## config.mk

```make
export PLATFORM = sky130hd
export DESIGN_NAME = alu_nibble_sequencer
export DESIGN_NICKNAME = d
export VERILOG_FILES = /design/src/rtl/alu_pkg.sv /design/src/rtl/alu_nibble_mux.sv /design/src/rtl/alu_nibble_sequencer.sv
export SDC_FILE = /design/constraint.sdc
export NUM_CORES = 1
export LEC_CHECK = 0
export BUFFER_PORTS_ARGS = -buffer_cell sky130_fd_sc_hd__clkbuf_2
export CORE_MARGIN = 10
export CORE_UTILIZATION = 50
export DETAILED_ROUTE_END_ITERATION = 7
export GPL_TIMING_DRIVEN = 0
export PLACE_DENSITY_LB_ADDON = 0.25
export SYNTH_ARGS = -nofsm -noshare
export SYNTH_HDL_FRONTEND = slang
export SYNTH_SLANG_ARGS = --single-unit
```

## constraint.sdc

```tcl
create_clock -name clk -period 3.05 [get_ports clk]
set_clock_uncertainty 0.05 [all_clocks]
set_input_delay 0.305 -clock clk [delete_from_list [all_inputs] [get_ports clk]]
set_output_delay 0.305 -clock clk [all_outputs]
set_load 0.005 [all_outputs]
```

## src/rtl/alu_pkg.sv

```systemverilog
// Shared select codes and sequencer state encoding for the nibble-serial ALU controller.
package alu_pkg;

  localparam logic [2:0] ALU_CLR = 3'b000;
  localparam logic [2:0] ALU_BMA = 3'b001;
  localparam logic [2:0] ALU_AMB = 3'b010;
  localparam logic [2:0] ALU_ADD = 3'b011;
  localparam logic [2:0] ALU_XOR = 3'b100;
  localparam logic [2:0] ALU_OR  = 3'b101;
  localparam logic [2:0] ALU_AND = 3'b110;
  localparam logic [2:0] ALU_SET = 3'b111;

  typedef enum logic [1:0] {
    IDLE = 2'd0,
    RUN  = 2'd1,
    DONE = 2'd2
  } state_t;

endpackage

```

## src/rtl/alu_nibble_mux.sv

```systemverilog
// Combinational selection of the current 4-bit operand nibbles, indexed LSB nibble first.
module alu_nibble_mux
  import alu_pkg::*;
#(
  parameter int WIDTH = 16,
  parameter int IDX_W = 2
) (
  input  logic [WIDTH-1:0] a,
  input  logic [WIDTH-1:0] b,
  input  logic [IDX_W-1:0] idx,
  output logic [3:0]       nib_a,
  output logic [3:0]       nib_b
);

  localparam int NIB = WIDTH / 4;

  always_comb begin
    nib_a = a[3:0];
    nib_b = b[3:0];
    for (int i = 1; i < NIB; i++) begin
      if (idx == IDX_W'(i)) begin
        nib_a = a[i*4 +: 4];
        nib_b = b[i*4 +: 4];
      end
    end
  end

endmodule

```

## src/rtl/alu_nibble_sequencer.sv

```systemverilog
// Runs one WIDTH-bit operation through a single external 4-bit ALU slice, one nibble per cycle.
// Optional signed-overflow output is enabled by defining OVERFLOW_FLAG_EN.
module alu_nibble_sequencer
  import alu_pkg::*;
#(
  parameter int WIDTH = 16
) (
  input  logic             clk,
  input  logic             rst,
  input  logic             start,
  input  logic [WIDTH-1:0] op_a,
  input  logic [WIDTH-1:0] op_b,
  input  logic [2:0]       op_s,
  input  logic             op_cin,
  output logic             busy,
  output logic             done,
  output logic [WIDTH-1:0] result,
  output logic             carry_out,
  output logic             zero,
  output logic             negative,
  output logic [3:0]       slice_a,
  output logic [3:0]       slice_b,
  output logic [2:0]       slice_s,
  output logic             slice_cin,
  input  logic [3:0]       slice_f,
  input  logic             slice_g,
  input  logic             slice_p
`ifdef OVERFLOW_FLAG_EN
  ,
  output logic             overflow
`endif
);

  localparam int NIB   = WIDTH / 4;
  localparam int IDX_W = (NIB > 1) ? $clog2(NIB) : 1;
  localparam logic [IDX_W-1:0] LAST_IDX = IDX_W'(NIB - 1);

  state_t           state;
  state_t           state_next;
  logic [IDX_W-1:0] idx;
  logic [WIDTH-1:0] a_lat;
  logic [WIDTH-1:0] b_lat;
  logic [2:0]       s_lat;
  logic             carry;
  logic             carry_next;
  logic             last;
  logic [WIDTH-1:0] result_next;

`ifdef OVERFLOW_FLAG_EN
  function automatic logic overflow_calc(input logic [2:0] s, input logic a_msb,
                                         input logic b_msb, input logic f_msb);
    logic ovf;
    case (s)
      ALU_ADD: ovf = (a_msb == b_msb) && (f_msb != a_msb);
      ALU_AMB: ovf = (a_msb != b_msb) && (f_msb != a_msb);
      ALU_BMA: ovf = (a_msb != b_msb) && (f_msb != b_msb);
      default: ovf = 1'b0;
    endcase
    return ovf;
  endfunction
`endif

  alu_nibble_mux #(
    .WIDTH (WIDTH),
    .IDX_W (IDX_W)
  ) u_mux (
    .a     (a_lat),
    .b     (b_lat),
    .idx   (idx),
    .nib_a (slice_a),
    .nib_b (slice_b)
  );

  assign slice_s    = s_lat;
  assign slice_cin  = carry;
  assign busy       = (state != IDLE);
  assign done       = (state == DONE);
  assign zero       = (result == '0);
  assign negative   = result[WIDTH-1];
  assign carry_next = slice_g | (slice_p & carry);
  assign last       = (idx == LAST_IDX);

  always_comb begin
    result_next = result;
    for (int i = 0; i < NIB; i++) begin
      if (idx == IDX_W'(i)) begin
        result_next[i*4 +: 4] = slice_f;
      end
    end
  end

  always_ff @(posedge clk) begin
    if (rst) begin
      state <= IDLE;
    end else begin
      state <= state_next;
    end
  end

  always_comb begin
    state_next = state;
    case (state)
      IDLE:    if (start) state_next = RUN;
      RUN:     if (last) state_next = DONE;
      DONE:    state_next = IDLE;
      default: state_next = IDLE;
    endcase
  end

  // Operand capture in IDLE, nibble-serial carry ripple and result assembly in RUN.
  always_ff @(posedge clk) begin
    if (rst) begin
      idx       <= '0;
      a_lat     <= '0;
      b_lat     <= '0;
      s_lat     <= '0;
      carry     <= 1'b0;
      result    <= '0;
      carry_out <= 1'b0;
`ifdef OVERFLOW_FLAG_EN
      overflow  <= 1'b0;
`endif
    end else begin
      case (state)
        IDLE: begin
          if (start) begin
            a_lat <= op_a;
            b_lat <= op_b;
            s_lat <= op_s;
            carry <= op_cin;
            idx   <= '0;
          end
        end
        RUN: begin
          result <= result_next;
          carry  <= carry_next;
          if (last) begin
            // Park idx at 0 so the slice sees nibble 0 outside RUN, whatever NIB is.
            idx       <= '0;
            carry_out <= carry_next;
`ifdef OVERFLOW_FLAG_EN
            overflow  <= overflow_calc(s_lat, a_lat[WIDTH-1], b_lat[WIDTH-1], slice_f[3]);
`endif
          end else begin
            idx <= idx + IDX_W'(1);
          end
        end
        default: ;
      endcase
    end
  end

endmodule
```

After elaboration in Yosys (flattened, before gate mapping)
Index checks and enable logic that the tools add are counted.
{"block": "totals", "register_bits": 57, "in_bits": 45, "word_cells": 47}
{"block": "classes", "add_sub_neg": 1, "n_eq_ne": 7, "mux": 14, "bitwise": 2, "reduce_logical": 12}
{"cell": "2-to-1 mux 4 bit", "count": 6}
{"cell": "logical NOT 16 bit", "count": 1}
{"cell": "AND reduction 2 bit", "count": 7}
{"cell": "2-to-1 mux 2 bit", "count": 4}
{"cell": "case mux 2 bit (2 select lines)", "count": 2}
{"cell": "== test 2 bit (second input constant)", "count": 3}
{"cell": "== test 2 x 1 -> 1 bit (second input constant)", "count": 2}
{"cell": "logical NOT 2 bit", "count": 2}
{"cell": "!= test 2 bit (second input constant)", "count": 2}
{"cell": "nonzero test 2 bit", "count": 2}
{"cell": "adder 2 x 1 -> 2 bit (second input constant)", "count": 1}
{"cell": "case mux 1 bit (2 select lines)", "count": 1}
{"cell": "AND 1 bit", "count": 1}
{"cell": "2-to-1 mux 1 bit", "count": 1}
{"cell": "bitwise OR 1 bit", "count": 1}

Longest topological paths before layout
Gate-level depths: netlist of the first run.
{"block": "depth", "ltp_word": 4, "depth_mapped": 7, "mapped_depth_nobuf": 5}

By module
Synthesis of the first run repeated with hierarchy kept, for this count alone.
{"block": "hier_totals", "hier_cells": 256, "hier_area_um2": 2358.5}
{"mod": "alu_nibble_sequencer", "n_inst": 1, "cells_each": 246, "area_per_inst_um2": 2162.1, "seq_area_each_um2": 1141.1}
{"mod": "alu_nibble_mux", "n_inst": 1, "cells_each": 10, "area_per_inst_um2": 196.4, "seq_area_each_um2": 0.0}

Worst setup path after synthesis of the first run
Ideal clock, no wire load.
{"block": "synth_path", "path_kind": "reg2out", "from": "register idx[0]", "to": "output port slice_b[0]", "arrival_time_ns": 1.346, "required_time_ns": 2.695, "path_slack_ns": 1.349, "stages_incl_launch_ff": 8, "path_buffers": 2, "path_cell_list": "dfxtp_1 inv_1 ha_1 buf_2 clkbuf_1 nand2_1 o21ai_0 mux2_2"}
{"block": "synth_between", "elab_chain_cells": 4, "elab_cells_between_ends": 6, "cone_classes": "3 x eq/ne; 3 x mux"}
{"item": "start, declared", "line": "alu_nibble_sequencer.sv:40", "rtl": "logic [IDX_W-1:0] idx;"}
{"item": "start signal, assigned", "line": "alu_nibble_sequencer.sv:145", "rtl": "idx <= idx + IDX_W'(1);"}
{"item": "== test 2 x 1 -> 1 bit", "line": "alu_nibble_mux.sv:21", "rtl": "if (idx == IDX_W'(i)) begin"}
{"item": "2-to-1 mux 4 bit (2 in series)", "line": "alu_nibble_mux.sv:21"}
{"item": "2-to-1 mux 4 bit *", "line": "alu_nibble_mux.sv:21"}
{"item": "end, declared", "line": "alu_nibble_sequencer.sv:22", "rtl": "output logic [3:0] slice_b,"}
Every way passes the cells marked *; elsewhere a longest branch is shown, timed or not.

Final worst setup path of the first run
{"block": "layout_path", "from": "register idx[0]", "to": "output port slice_b[2]"}
The elaborated chain is that of the path after synthesis.

==> metrics list, run 1 <==
- GR Overflow Total: 0
- After detailed routing, the number of remaining DRC violations is 0.
- In this run the worst hold path is classified as input port to flop.
- The share of synthesized area in the top cell type comes to 47.2%.
- STA classifies the critical path endpoint as a primary output.
* Data arrival at the endpoint of the critical path: 2040 ps
- STA classifies the critical path startpoint as a flop.
- Outcome: finished, final reports clean
- Net switching component of the power: 0.000413 W
- Cell Pwr Density: 547 nW/um2
- For this design, the CTS-stage hold fixing added 0 buffers.
- No sink is reached through more buffers than the 2 on the longest clock path.
- After synthesis the cells add up to 2420 um2.
* PortBufs: 76
* Vias in the first global route: 2166
- The clock network accounts for 39.7% of the total power.
- Die Y-Extent: 89.5 um
* Power share of the combinational group: 12.3%
- Max-cap violations in this run came to 0.
- 0 antenna diodes ended up in the layout.
- The core region is 4690 um2.
- The cell count after synthesis came out at 283.
- Internal power comes to 0.00126 W.
- Standard-cell rows: 25
* Final cycle utilization of the critical path: 78.7%
* Hold Vio Cnt, Final: 0
* Ratio of routed vias to standard cells: 4.93
- Average wire length per cell after detail routing: 14.2 um
* Synthesized netlist net count: 333
* Total Neg Setup Slack: 0 ps
* Static leakage: 1.45 nW
- Required time of the critical path: 2690 ps
- The Yosys step of the flow raised 0 warnings.
* Post-synth cell types: 26
- Starting DRC count in detailed routing: 81
* Post-CTS setup repair buffer count: 0
- Total wire length after detailed routing: 6070 um
* Classification of the worst setup path: flop to primary output
- Most used cells in the layout excluding fill and tap cells: sky130_fd_sc_hd__nand2_1, sky130_fd_sc_hd__clkbuf_2, sky130_fd_sc_hd__dfxtp_1
- Number of pins exceeding their max-slew limit in the final report: 0
- In this run the worst path has a maximum fanout of 10.
- Cells with a size suffix above 1 make up 30.1% of the layout.
- The worst pin sits at a relative slew slack of 66.4%.
* Time the final worst path needs with I/O delays and setup: 2400 ps
* Post-synthesis register bit count: 57
- Switching portion of total power: 24.7%
- Initial core utilization: 51.5%
- The first global-routing pass estimated 9650 um of wire.
- Each instance of the synthesized netlist takes up on average 8.54 um2.
* Pin count of the biggest net entering global routing: 11
- Detailed placement HPWL: 4580 um
- The synthesized design spends more area on one cell type than any other, namely sky130_fd_sc_hd__dfxtp_1.
- Count of flip-flops with a built-in enable after synthesis: 0
* Worst skew pair latency: 330 ps
* Drt first pass iters: 4
* Register area share after synthesis: 47.2%
* Overall power after layout: 0.00167 W
- Timing would allow up to 417 MHz.
- Clk Tree Root Cell: sky130_fd_sc_hd__clkbuf_8
* Proportion of register bits with asynchronous set or reset after synthesis: 0%
- The die covers 8010 um2.
- TritonCTS built the clock tree.
- The filler cells instantiated in the layout total 419.
- Leading cell type in the layout, fill and taps excluded: sky130_fd_sc_hd__nand2_1
* Number of buffers created by CTS: 9
- Most used flip-flop cell after synthesis: sky130_fd_sc_hd__dfxtp_1
* Reg power frac: 48.0%
- Remaining number of nets flagged by the antenna check after routing: 0
- The initial antenna violation count is 0.
- After the last flow step, the layout net total stands at 420.
- For the pin with the worst max-slew slack, the measured transition is 504 ps.
- Count of pins on the block boundary: 78
- Ranked by total cell area, the synthesized netlist is headed by sky130_fd_sc_hd__dfxtp_1, sky130_fd_sc_hd__nand2_1, sky130_fd_sc_hd__mux2i_1.
- Final setup violation count: 0
- Clock-pin transition on the worst setup and hold timing paths: 60 ps
- Vias: 2117
- The worst-case IR drop observed on VDD is 0.000403 V.
* Unrepaired setup endpoints after global routing: false
* Floorplan die width: 89.5 um
* Area delta synth->final: 26.5%
- Routability-driven placement finished with a final weighted congestion of 0.821.
- For this design, the sink count on the clock tree is 57.
- In this run the number of H-tree levels came out at 3.
- Resize count post-CTS: 0
- Overall track demand over capacity in global routing: 15.7%
power groups by stage:
stage	logic, W	registers [W]	clock network (W)
after detailed placement	0.000209	0.000819	0
after CTS	0.000210	0.000803	0.000677
after floorplan	0.000126	0.000815	0
after global placement	0.000206	0.000817	0
final	0.000206	0.000803	0.000664
after global routing	0.000233	0.000807	0.000709
Yosys cell counts, drive strengths merged, types with 3 or more instances:
| library cell | n |
|---|---|
| buf | 11 |
| dfxtp | 57 |
| nand3b | 5 |
| clkbuf | 9 |
| nor2 | 18 |
| ha | 5 |
| mux2i | 24 |
| nand3 | 3 |
| nand2 | 79 |
| o21ai | 8 |
| mux2 | 8 |
| a21oi | 40 |
| nor4 | 4 |
flip-flops by register name, indices dropped and copies added, names as in the netlist:
| signal | cells |
|---|---|
| a_lat | 16 |
| b_lat | 16 |
| result | 16 |
| slice_s | 3 |
| idx | 2 |
| state | 2 |
| carry_out | 1 |
| slice_cin | 1 |
logic make-up after synthesis:
group | Yosys count | share of synthesized area (%)
buf+inv | 22 | 4.71
compound gates | 50 | 10.6
simple gates | 117 | 21.2
mux | 32 | 13.7
fa+ha+maj | 5 | 2.59
flops | 57 | 47.2
cell type report:
cell class	instances	area (um2)	share of cell area, %
Inverter	2	7.51	0.246
Timing Repair Buffer	76	380	12.4
Sequential cell	57	1140	37.3
Buffer	20	106	3.48
Multi-Input combinational cell	204	1160	38.0
Clock inverter	2	10.0	0.327
Tap cell	54	67.6	2.21
Clock buffer	14	183	5.98
stage by stage:
| step | area [um2] | hold slack (ps) | instances | worst slack (ps) | utilization [%] |
|---|---|---|---|---|---|
| after floorplan | 2420 | 383 | 283 | 1350 | - |
| after global placement | 2860 | 389 | 413 | 1050 | 61.0 |
| after detailed placement | 2860 | 395 | 413 | 1010 | 61.0 |
| after CTS | 3060 | 130 | 429 | 646 | 65.1 |
| after global routing | 3060 | 135 | 429 | 525 | 65.1 |
| final | 3060 | 140 | 429 | 650 | 65.1 |
worst max-delay path: stages (launching register included):
cell and delay, ps:
sky130_fd_sc_hd__dfxtp_1 360, sky130_fd_sc_hd__inv_1 100, sky130_fd_sc_hd__ha_1 130, sky130_fd_sc_hd__buf_2 190, sky130_fd_sc_hd__clkbuf_1 320, sky130_fd_sc_hd__o21ai_0 210
sky130_fd_sc_hd__mux2_2 300, sky130_fd_sc_hd__clkbuf_2 110
path summary, 6_finish.rpt:
path	from	to	slack, ps	cells past startpoint
setup / recovery	idx[0]	slice_b[2]	650	7
setup reg to reg	idx[0]	result[6]	1440	5
hold / removal	op_a[1]	a_lat[1]	140	3
hold reg to reg	slice_s[1]	slice_s[1]	400	2
layer usage:
metal	track usage [%]	part of all wire, %	routed length [um]
met1	18.2	46	2770
met2	24.0	43	2600
met5	0	0	0
met3	7.29	9.4	571
met4	7.80	2.1	129
No activity file was read; power rests on OpenSTA's default activity.
==> inputs of run 2 (changes only) <==
==> constraint.sdc (replaced) <==
create_clock -name clk -period 2.3 [get_ports clk]
set_clock_uncertainty 0.05 [all_clocks]
set_input_delay 0.23 -clock clk [delete_from_list [all_inputs] [get_ports clk]]
set_output_delay 0.23 -clock clk [all_outputs]
set_load 0.005 [all_outputs]
==> metrics list, run 2 (synthesis results as in run 1) <==
- The power spent charging and discharging nets is 0.000552 W (+34%).
- The part of the total power dissipated in sequential elements is 47.9% (about the same).
- Worst slew pin tran: 507 ps (+2.76 ps)
* Registers with the highest flip-flop counts: a_lat: 16 flops, b_lat: 16 flops, result: 16 flops
- The worst-skew pair later-pin latency is 330 ps (about the same).
* Cell Pwr Density: 727 nW/um2 (+33%)
- Detailed placement HPWL: 4580 um (unchanged)
- Initial core utilization: 51.5% (unchanged)
- The post-layout total power is 0.00222 W (+33%).
- Average wire length per cell after detail routing: 14.2 um (+0.13%)
- Final cycle utilization of the critical path: 93.6%
- Count of pins on the block boundary: 78 (unchanged)
- Total wire length after detailed routing: 6070 um (about the same)
- Hold Vio Cnt, Final: 0 (unchanged)
* Leading cell type in the layout, fill and taps excluded: sky130_fd_sc_hd__nand2_1
- Clk Tree Root Cell: sky130_fd_sc_hd__clkbuf_8
- Drt first pass iters: 4 (unchanged)
- The peak fanout along the critical path was 9 (-1).
* Antenna cell count: 0 (unchanged)
* Pre-CTS setup slack: 339 ps (-675 ps)
- Clock share of power: 39.8% (about the same)
* Clock tree from TritonCTS: done
- The run finished with clean final reports.
- Remaining number of nets flagged by the antenna check after routing: 0 (unchanged)
* Clock-pin transition on the worst setup and hold timing paths: 60 ps (about the same)
- The share of final-layout standard cells stronger than drive strength 1 came to 30.7% (+0.62 points).
- PortBufs: 76 (unchanged)
* Vias in the first global route: 2154 (-0.55%)
- The top cell types in the final layout, fill and taps aside, are sky130_fd_sc_hd__nand2_1, sky130_fd_sc_hd__clkbuf_2, sky130_fd_sc_hd__dfxtp_1.
* GR Overflow Total: 0 (unchanged)
* # nets final: 419 (-0.24%)
- Pin count of the biggest net entering global routing: 18 (+7)
- Power share of the combinational group: 12.3% (about the same)
- The area of the core region was 4690 um2 (unchanged).
* Final setup violation count: 0 (unchanged)
- The count of buffers added by post-CTS timing repair for setup came to 0 (unchanged).
- Die Y-Extent: 89.5 um (unchanged)
* Critical Path Source Type: flop
- The switching share of total power came to 24.8% (+0.13 points).
- The total count of max-transition violations in the final report came to 0 (unchanged).
* H-tree depth reported by CTS: 3 (unchanged)
- Min-Delay Path Class: input port to flop
- Maximum resistive drop on vdd: 0.000535 V (+33%)
- Worst Hold Launch: op_a[1]
* Worst-case clock buffer depth: 2 (unchanged)
- Classification of the worst setup path: flop to primary output
- The synthesis-to-finish area growth was 26.6% (about the same).
- The worst setup path is captured at a primary output.
* Wire length of the first global-routing pass: 9590 um (-0.64%)
* Count of cells along the worst register-to-register path: 6 (+1)
- The final worst slack came to 146 ps (-504 ps).
- Global placement routability congestion: 0.821 (unchanged)
- The total via count in the routed design came to 2131 (+0.66%).
- For this run, the top clock speed supported by timing is 464 MHz.
- Static leakage: 1.45 nW (about the same)
* Floorplan die width: 89.5 um (unchanged)
- The clock buffer count from CTS is 9 (unchanged).
- The number of vias per cell came to 4.98 (+0.90%).
- The die outline area came to 8010 um2 (unchanged).
- Setup repair after global routing left no endpoint under its margin.
* Starting DRC count in detailed routing: 93 (+15%)
- Slew margin rel.: 66.2% (-0.18 points)
* Reg-to-Reg Start: idx[0]
* Worst hold path depth: 3 (unchanged)
- The cell row count came to 25 (unchanged).
* CTS Sinks: 57 (unchanged)
- The cell internal power dissipation was 0.00167 W (+33%).
- The global-route usage over all layers is 15.6% (-0.094 points).
- The worst path in the final design needs a cycle of 2150 ps, including I/O delays and setup.
- The number of maximum-capacitance violations was 0 (unchanged).
- The arrival time at the worst endpoint came to 1870 ps (-170 ps).
- The critical path starts at idx[1].
* Total Neg Setup Slack: 0 ps (unchanged)
* DRC: 0 (unchanged)
- The initial antenna violation count came to 0 (unchanged).
* # hold bufs at CTS: 0 (unchanged)
* Required time of the critical path: 2020 ps (-670 ps)
==> run 2: worst paths after layout <==
kind	slack, ps	end
worst max register to register	730	result[10]
worst max-delay path	150	slice_b[1]
worst min register to register	400	slice_s[1]
worst min-delay path	60	a_lat[1]
==> run 2: stage by stage <==
step	instance area, um2	hold slack, ps	utilization [%]	std cells
2_1_floorplan	2420	316	-	283
3_5_place_dp	2860	395	61.0	413
4_1_cts	3050	55.1	65.1	428
6_report	3060	62.9	65.2	428
3_3_place_gp	2860	389	61.0	413
5_1_grt	3060	59.9	65.2	428
==> run 2: area by class of cell <==
type | instances | area, um2
Tap cell | 54 | 67.6
Timing Repair Buffer | 76 | 380
Clock buffer | 14 | 183
Fill cell | 416 | 1630
Buffer | 19 | 105
Multi-Input combinational cell | 204 | 1160
Clock inverter | 2 | 10.0
Inverter | 2 | 7.51
Sequential cell | 57 | 1140
==> run 2: metal layers <==
metal	vias to the layer above	GRT usage (%)	routed length, um
met2	66	23.7	2610
met3	13	7.29	582
met4	0	7.80	129
li1	1116	-	-
met1	936	18.1	2740
met5	-	0	0
==> run 2: critical path, cell delays in order, from the launching register on <==
cell	delay, ps
sky130_fd_sc_hd__dfxtp_2	340
sky130_fd_sc_hd__inv_1	70
sky130_fd_sc_hd__ha_1	140
sky130_fd_sc_hd__clkbuf_4	230
sky130_fd_sc_hd__mux2i_1	250
sky130_fd_sc_hd__o21ai_0	110
sky130_fd_sc_hd__mux2_2	280
sky130_fd_sc_hd__clkbuf_2	110
==> run 2: power groups by stage <==
| stage | Clock (W) | Sequential [W] | Combinational [W] |
|---|---|---|---|
| 5_1_grt | 0.000940 | 0.00107 | 0.000310 |
| 6_report | 0.000885 | 0.00106 | 0.000273 |
| 2_1_floorplan | 0 | 0.00108 | 0.000167 |
| 3_3_place_gp | 0 | 0.00108 | 0.000273 |
| 4_1_cts | 0.000897 | 0.00106 | 0.000278 |
| 3_5_place_dp | 0 | 0.00109 | 0.000277 |
==> run 2: repair_timing <==
action / in CTS / in global routing
setup endpoints to repair: 1 / 7
gates cloned: 0 / 0
gates resized for setup: 0 / 3
